`src/rtl/rvc_asap_pkg.sv`:
```
// Shared constants and types for the rvc_asap core and its front-door program loader.
package rvc_asap_pkg;

    localparam logic [31:0] I_MEM_MSB = 32'h0000_7FFF;
    localparam logic [31:0] D_MEM_MSB = 32'h0000_FFFF;

    // Instruction and data memories share one byte space ending at D_MEM_MSB.
    localparam logic [32:0] MEM_BYTES = {1'b0, D_MEM_MSB} + 33'd1;

    localparam logic [31:0] EBREAK_INST = 32'h0010_0073;

    typedef enum logic [2:0] {
        HDR_ADDR = 3'd0,
        HDR_LEN  = 3'd1,
        PAYLOAD  = 3'd2,
        DRAIN    = 3'd3,
        RUN      = 3'd4,
        HALTED   = 3'd5,
        ERROR    = 3'd6
    } loader_state_t;

endpackage

```
`src/rtl/rvc_asap_hdr_assembler.sv`:
```
// Assembles a 32-bit little-endian header field from four accepted bytes.
// Word is combinational and holds the complete field in the cycle Done pulses.
module rvc_asap_hdr_assembler (
    input  logic        Clock,
    input  logic        Rst,
    input  logic        En,
    input  logic [7:0]  Data,
    output logic [31:0] Word,
    output logic        Done
);

    logic [1:0]  idx;
    logic [23:0] shreg;

    // Bytes enter at the top and move down, so byte 0 ends up in bits [7:0].
    assign Word = {Data, shreg};
    assign Done = En && (idx == 2'd3);

    always_ff @(posedge Clock) begin
        if (Rst) begin
            idx   <= 2'd0;
            shreg <= 24'd0;
        end else if (En) begin
            idx   <= idx + 2'd1;
            shreg <= {Data, shreg[23:8]};
        end
    end

endmodule

```
`src/rtl/rvc_asap_mem_loader.sv`:
```
// Front-door program loader: writes a framed byte image into the unified memory
// while holding the core in reset, runs the core, and halts it on EBREAK.
module rvc_asap_mem_loader #(
    parameter logic [32:0] MEM_BYTES = rvc_asap_pkg::MEM_BYTES,
    parameter int          CNT_W     = 32
) (
    input  logic                         Clock,
    input  logic                         Rst,
    input  logic                         InValid,
    input  logic [7:0]                   InData,
    output logic                         InReady,
    output logic                         MemWrEn,
    output logic [31:0]                  MemWrAddr,
    output logic [7:0]                   MemWrData,
    input  logic [31:0]                  Instruction,
    output logic                         CoreRst,
    output logic                         Halted,
    output logic                         LoadErr,
    output logic [CNT_W-1:0]             RunCycles,
    output rvc_asap_pkg::loader_state_t  DbgState
);

    import rvc_asap_pkg::*;

    // Handshake: a byte moves only on a cycle where InValid && InReady are both
    // high; InReady depends on state alone, never on InValid.
    loader_state_t state;
    logic          accept;
    logic          addr_en;
    logic          len_en;
    logic          addr_done;
    logic          len_done;
    logic [31:0]   addr_word;
    logic [31:0]   len_word;
    logic [31:0]   wr_ptr;
    logic [31:0]   remain;
    logic [32:0]   end_addr;
    logic          range_bad;

    assign accept  = InValid && InReady;
    // A byte accepted while HALTED is byte 0 of the next StartAddr.
    assign addr_en = accept && ((state == HDR_ADDR) || (state == HALTED));
    assign len_en  = accept && (state == HDR_LEN);

    rvc_asap_hdr_assembler u_addr_asm (
        .Clock (Clock),
        .Rst   (Rst),
        .En    (addr_en),
        .Data  (InData),
        .Word  (addr_word),
        .Done  (addr_done)
    );

    rvc_asap_hdr_assembler u_len_asm (
        .Clock (Clock),
        .Rst   (Rst),
        .En    (len_en),
        .Data  (InData),
        .Word  (len_word),
        .Done  (len_done)
    );

    // 33-bit sum so an image can never wrap past the top of the address space.
    assign end_addr  = {1'b0, wr_ptr} + {1'b0, len_word};
    assign range_bad = end_addr > MEM_BYTES;

    always_comb begin
        InReady = 1'b0;
        CoreRst = 1'b1;
        Halted  = 1'b0;
        LoadErr = 1'b0;
        case (state)
            HDR_ADDR, HDR_LEN, PAYLOAD: InReady = 1'b1;
            RUN:                        CoreRst = 1'b0;
            HALTED: begin
                InReady = 1'b1;
                Halted  = 1'b1;
            end
            ERROR:                      LoadErr = 1'b1;
            default:                    InReady = 1'b0;
        endcase
    end

    assign DbgState = state;

    always_ff @(posedge Clock) begin
        if (Rst) begin
            state     <= HDR_ADDR;
            wr_ptr    <= 32'd0;
            remain    <= 32'd0;
            MemWrEn   <= 1'b0;
            MemWrAddr <= 32'd0;
            MemWrData <= 8'd0;
            RunCycles <= '0;
        end else begin
            MemWrEn <= 1'b0;
            // The start address is parked in the write pointer until the
            // length arrives and the range check has used it.
            if (addr_done) begin
                wr_ptr <= addr_word;
            end
            case (state)
                HDR_ADDR: begin
                    if (addr_done) state <= HDR_LEN;
                end
                HDR_LEN: begin
                    if (len_done) begin
                        if (range_bad) begin
                            state <= ERROR;
                        end else if (len_word == 32'd0) begin
                            state <= DRAIN;
                        end else begin
                            state  <= PAYLOAD;
                            remain <= len_word;
                        end
                    end
                end
                PAYLOAD: begin
                    if (accept) begin
                        MemWrEn   <= 1'b1;
                        MemWrAddr <= wr_ptr;
                        MemWrData <= InData;
                        wr_ptr    <= wr_ptr + 32'd1;
                        remain    <= remain - 32'd1;
                        if (remain == 32'd1) state <= DRAIN;
                    end
                end
                DRAIN: state <= RUN;
                RUN: begin
                    if (RunCycles != {CNT_W{1'b1}}) begin
                        RunCycles <= RunCycles + CNT_W'(1);
                    end
                    if (Instruction == EBREAK_INST) state <= HALTED;
                end
                HALTED: begin
                    if (accept) begin
                        RunCycles <= '0;
                        state     <= HDR_ADDR;
                    end
                end
                ERROR:   state <= ERROR;
                default: state <= ERROR;
            endcase
        end
    end

endmodule
```
`config.mk`:
```
export PLATFORM = sky130hd
export DESIGN_NAME = rvc_asap_mem_loader
export DESIGN_NICKNAME = d
export VERILOG_FILES = /design/src/rtl/rvc_asap_pkg.sv /design/src/rtl/rvc_asap_hdr_assembler.sv /design/src/rtl/rvc_asap_mem_loader.sv
export SDC_FILE = /design/constraint.sdc
export NUM_CORES = 1
export LEC_CHECK = 0
export CAP_MARGIN = 20
export CORE_UTILIZATION = 57
export CTS_BUF_LIST = sky130_fd_sc_hd__clkbuf_16
export DETAILED_ROUTE_END_ITERATION = 16
export GPL_ROUTABILITY_DRIVEN = 0
export PLACE_DENSITY = 0.81
export RECOVER_POWER = 100
export SYNTH_ARGS = -nofsm -noshare
export SYNTH_HDL_FRONTEND = slang
export SYNTH_SLANG_ARGS = --single-unit
```
`constraint.sdc`:
```
create_clock -name Clock -period 5.6 [get_ports Clock]
set_input_delay 1.12 -clock Clock [delete_from_list [all_inputs] [get_ports Clock]]
set_output_delay 1.12 -clock Clock [all_outputs]
set_load 0.05 [all_outputs]
```
== Yosys cells after proc, flatten, opt, wreduce, memory -nomap -nowiden ==
Cells that the tools add are included.
Storage, ports and cells
  input bits: 43
  flip-flop bits (word level): 192
  logic and storage cells: 80
Operators by class
  bitwise operators: 1
  equality and inequality tests: 20
  order comparisons: 1
  reductions and logical operators: 16
  mux-type cells: 25
  add/sub/neg operators: 6
Operator list (count)
  2-to-1 mux 32 bit: 9
  one-hot mux 32 bit (2 select lines): 2
  adder 32 x 1 -> 32 bit, second input constant: 2
  adder 32 x 32 -> 33 bit: 1
  greater-than comparator 33 x 17 -> 1 bit, second input constant: 1
  equality test 32 x 1 -> 1 bit, second input constant: 1
  equality test 32 x 21 -> 1 bit, second input constant: 1
  zero test 32 bit: 1
  != test 32 bit, second input constant: 1
  subtractor 32 x 1 -> 32 bit, second input constant: 1
  2-to-1 mux 3 bit: 7
  != test 2 bit, second input constant: 9
  one-hot mux 3 bit (6 select lines): 1
  equality test 3 bit, second input constant: 3
  equality test 3 x 2 -> 1 bit, second input constant: 2
  2-to-1 mux 1 bit: 6
  AND reduction 6 bit: 1
  logical AND 1 bit: 5
  AND reduction 5 bit: 1
  adder 2 x 1 -> 2 bit, second input constant: 2
  equality test 2 bit, second input constant: 2
  nonzero test 2 bit: 2
  OR reduction 4 bit: 1
  equality test 3 x 1 -> 1 bit, second input constant: 1
  other kinds (6): 6

== Logic depth before layout (Yosys ltp) ==
  word-level depth: 9
  mapped depth: 15
  gate-level depth less buffers: 13

== Cells and area by module ==
From an unflattened synthesis, not the netlist that was laid out.
Unflattened totals
  cells, all modules: 1517
  area total of the unflattened synthesis: 11682.5 µm²
By module, submodules not included
  rvc_asap_mem_loader: instances 1, cells each 1329, area each 9635.5 µm²
  rvc_asap_hdr_assembler: instances 2, cells each 94, area each 1023.5 µm²

== Least setup slack after synthesis ==
Ideal clock, no wire load.
  kind: input-to-reg
  start: in InData[0]
  end: reg remain[2]
  stages: 14
  setup time: 130 ps
  required time: 5470 ps
  slack: 1360 ps
  arrival: 4110 ps
  path through: ha_1 a21oi_1 o21ai_0 or3_1 or3_1 o32a_1 a32oi_1 nand3_1 nor4_1 nor2_1 clkbuf_1 clkbuf_1 o21ai_0 o31ai_1
On the way
  word-level cells in the longest chain between the ends: 4
RTL lines
  from (decl): line rvc_asap_mem_loader.sv:10  | input logic [7:0] InData,
  adder 32 x 32 -> 33 bit: line rvc_asap_mem_loader.sv:64  | assign end_addr = {1'b0, wr_ptr} + {1'b0, len_word};
  greater-than comparator 33 x 17 -> 1 bit: line rvc_asap_mem_loader.sv:65  | assign range_bad = end_addr > MEM_BYTES;
  != test 2 bit (no line)
  AND reduction 5 bit (no line) *
  to (signal assigned): line rvc_asap_mem_loader.sv:114  | remain <= len_word;
  to (signal assigned): line rvc_asap_mem_loader.sv:124  | remain <= remain - 32'd1;
  to (decl): line rvc_asap_mem_loader.sv:36  | logic [31:0] remain;
Every way passes the cells marked *; elsewhere a longest branch is shown, timed or not.
A chain may end at the register's enable or synchronous reset.

== Final worst setup path ==
  start: in InData[2]
  end: reg remain[22]
Same word-level chain as after synthesis.

==> results.sh <==
export IMPL_min_from="MemWrAddr[14]"
export IMPL_chipWidth_um=141
export IMPL_netlist_instances=1533
export IMPL_hpwlAfterDp_mm=25.2
export IMPL_synth_async_sr_flop_share_pct=0
export IMPL_core_um2=18800
export IMPL_num_antenna_cells=0
export IMPL_wl_per_cell_um=19.0
export IMPL_cp_data_arrival_time_ps=5340
export IMPL_fin_crit_sh_pct=89.9
export IMPL_gr_usage_all_layers_pct=35.8
export IMPL_portBuffers=122
export IMPL_initial_core_util_pct=58.7
export IMPL_rsz0062_at_grt="false"
export IMPL_antenna_found_initial=0
export IMPL_cts_setup_buffers=0
export IMPL_postLayoutCellArea_um2=13000
export IMPL_syn_avg_cell_area_um2=7.21
export IMPL_io_pins=123
export IMPL_hold_viol=0
export IMPL_place_ws_ps=471
export IMPL_r2r_start="u_len_asm.shreg[0]"
export IMPL_dp_cells=1840
export IMPL_grt_ovfl_total=0
export IMPL_setup_viol_count_final=0
export IMPL_rows=50
export IMPL_synth_cell_type_count=65
export IMPL_relSlewSlack_pct=0.564
export IMPL_ant_nets=0
export IMPL_cts_buffers=17
export IMPL_cts_resized=0
export IMPL_reg2reg_depth=15
export IMPL_wl_mm=35.6
export IMPL_cts_max_level=4
export IMPL_crit_fanout=27
export IMPL_synth_seq_area_share_pct=34.8
export IMPL_vdd_drop_max_v=0.000226
export IMPL_clk_path_buf_depth=2
export IMPL_cts_sinks=192
export IMPL_cts_tree="built"
export IMPL_cap_violations=2
export IMPL_fin_skew_ps=16.0
export IMPL_timing_rr_end="remain[22]"
export IMPL_min_delay_path_depth=2
export IMPL_violations="max-capacitance violations"
export IMPL_die_h_um=141
export IMPL_clock_latency_ps=450
export IMPL_synth_edff_count=0
export IMPL_stdcell_count=1873
export IMPL_hold_class="flip-flop to flip-flop"
export IMPL_drt_iter0_drc=1508
export IMPL_whs_endpoint="MemWrAddr[14]"
export IMPL_worstMarginPinSlew_ps=1490
export IMPL_max_freq_mhz=199
export IMPL_power_density_nw_per_um2=271
export IMPL_place_area_um2=12400
export IMPL_cp_start_kind="primary input"
export IMPL_layout_min_cycle_time_ps=5030
export IMPL_endpoint_kind="flip-flop"
export IMPL_critPathKind="primary input to flip-flop"
export IMPL_dr_pass1_iters=6
export IMPL_synth_seq_cells=192
export IMPL_drive_gt1_share_pct=4.71
export IMPL_grt_max_degree=69
export IMPL_timing_final_ws_setup_ps=567
export IMPL_rrSetupSlack_ps=700
export IMPL_clockRootBuffer="clkbuf_16"
export IMPL_grt_pass1_vias=10809
export IMPL_p_leak_uw=0.00472
export IMPL_ys_warn_count=0
export IMPL_synth_nets=1615
export IMPL_vias=12127
export IMPL_syn_area_um2=11100
export IMPL_n_fill_cell=1600
export IMPL_status="complete, but fails checks"
export IMPL_syn_to_final_growth_pct=17.7
export IMPL_die_area_um2=19900
export IMPL_slew_violations=0
export IMPL_avgViaCountPerCell=6.47
export IMPL_clk_pin_slew_ps=80
export IMPL_finalSetupTns_ps=0
export IMPL_ys_flop_type="dfxtp_1"
export IMPL_hold_buffers=0
export IMPL_cp_required_ps=5900
export IMPL_drc=0
export IMPL_layout_nets=1682
export IMPL_grt_pass1_wl_mm=56.4
[critical path, cell delays in order]
cell           delay (ps)
dlygate4sd3_1         630
clkbuf_1              440
nor4_1                120
and4_1                250
nand3_1               140
o21ai_0               110
clkbuf_1              190
nor2_1                320
nand3_1               190
or3b_2                510
nor4_2                360
nor2_2                310
clkbuf_1              300
o21ai_0               220
a21oi_1                90
[synth_stat cells (all sizes together) (16+ instances only)]
master  instances  area share, %
nand4          32            1.8
o21ai          96            4.3
clkbuf         95            3.2
dfxtp         192             35
inv            19           0.65
or3            21            1.3
nor3           53            2.4
nor4           35            2.0
nor2          147            5.0
o211ai         16            1.1
nand3          40            1.8
xnor2          17            1.3
nand2b         19            1.1
ha             38            4.3
nand2         293             10
xor2           20            1.6
a21oi         209            9.5
[per-layer routing]
metal  vias to the layer above  GRT usage (%)  share of wire (%)
met2                       728           55.8                 44
met1                      5596           46.6                 40
met4                         0           20.5                5.6
met3                       150           6.52                 10
li1                       5653              -                  -
met5                         -              0                  0
[power by group]
group	internal [µW]	switching, µW
Combinational	262	530
Clock	600	626
Sequential	1420	87.7
[how the worst max path moves through the flow]
stage               startpoint         end  slack (ps)  cells past startpoint
finish               InData[2]  remain[22]         570                     15
global route         InData[3]  remain[22]         310                     14
CTS                  InData[0]  remain[31]         920                     14
detailed placement   InData[0]  remain[31]         470                     14
global placement     InData[3]  remain[27]         600                     14
floorplan            InData[0]   remain[2]        1360                     14
[flip-flops by register name, summed over array words and instances, names as in the netlist]
name and cells:
u_len_asm.shreg 24, MemWrEn 1, u_addr_asm.shreg 24, wr_ptr 32, MemWrData 8, MemWrAddr 32
u_len_asm.idx 2, u_addr_asm.idx 2, remain 32, DbgState 3, RunCycles 32
[layout by cell type, fill, tap and decap left out, types with 11 or more instances in the layout]
master / instances
a211oi_1: 11
dlygate4sd3_1: 83
nand3_1: 40
nand2b_1: 19
nor3_1: 53
buf_4: 16
o211ai_1: 16
nand2_1: 293
clkdlybuf4s50_1: 38
nand4_1: 32
a22oi_1: 11
o21ai_0: 94
xor2_1: 20
o32ai_1: 11
or3_1: 19
o21a_1: 12
nor2_1: 143
nor4_1: 34
a21o_1: 11
dfxtp_1: 192
xnor2_1: 17
a21oi_1: 208
clkbuf_16: 17
inv_1: 19
ha_1: 38
[stage by stage]
stage | hold WS (ps) | util, % | power [µW]
global route | 474 | 69.0 | 3650
floorplan | 432 | - | 2050
global placement | 444 | 66.0 | 2310
finish | 452 | 69.0 | 3520
detailed placement | 446 | 66.0 | 2310
CTS | 456 | 69.2 | 3520
[area by class of cell]
type                    count  area, µm²  area share [%]
inverters                  19       71.3           0.549
clock inverters            15        168            1.29
multi-input cells        1225       6780            52.2
well taps                 260        325            2.50
repair buffers            145       1390            10.7
flip-flops and latches    192       3840            29.6
clock buffers              17        425            3.27
[logic make-up after synthesis]
logic type | count (synthesis) | synth area share, %
DFF | 192 | 34.8
and+or+nand+nor | 697 | 29.1
muxes | 4 | 0.396
xor gates and xnor gates | 37 | 2.93
adders and majority gates | 39 | 4.48
AOI/OAI and AO/OA | 448 | 24.3
buffers and inverters | 116 | 3.94
Note: power is estimated with default switching activity, not from simulation.
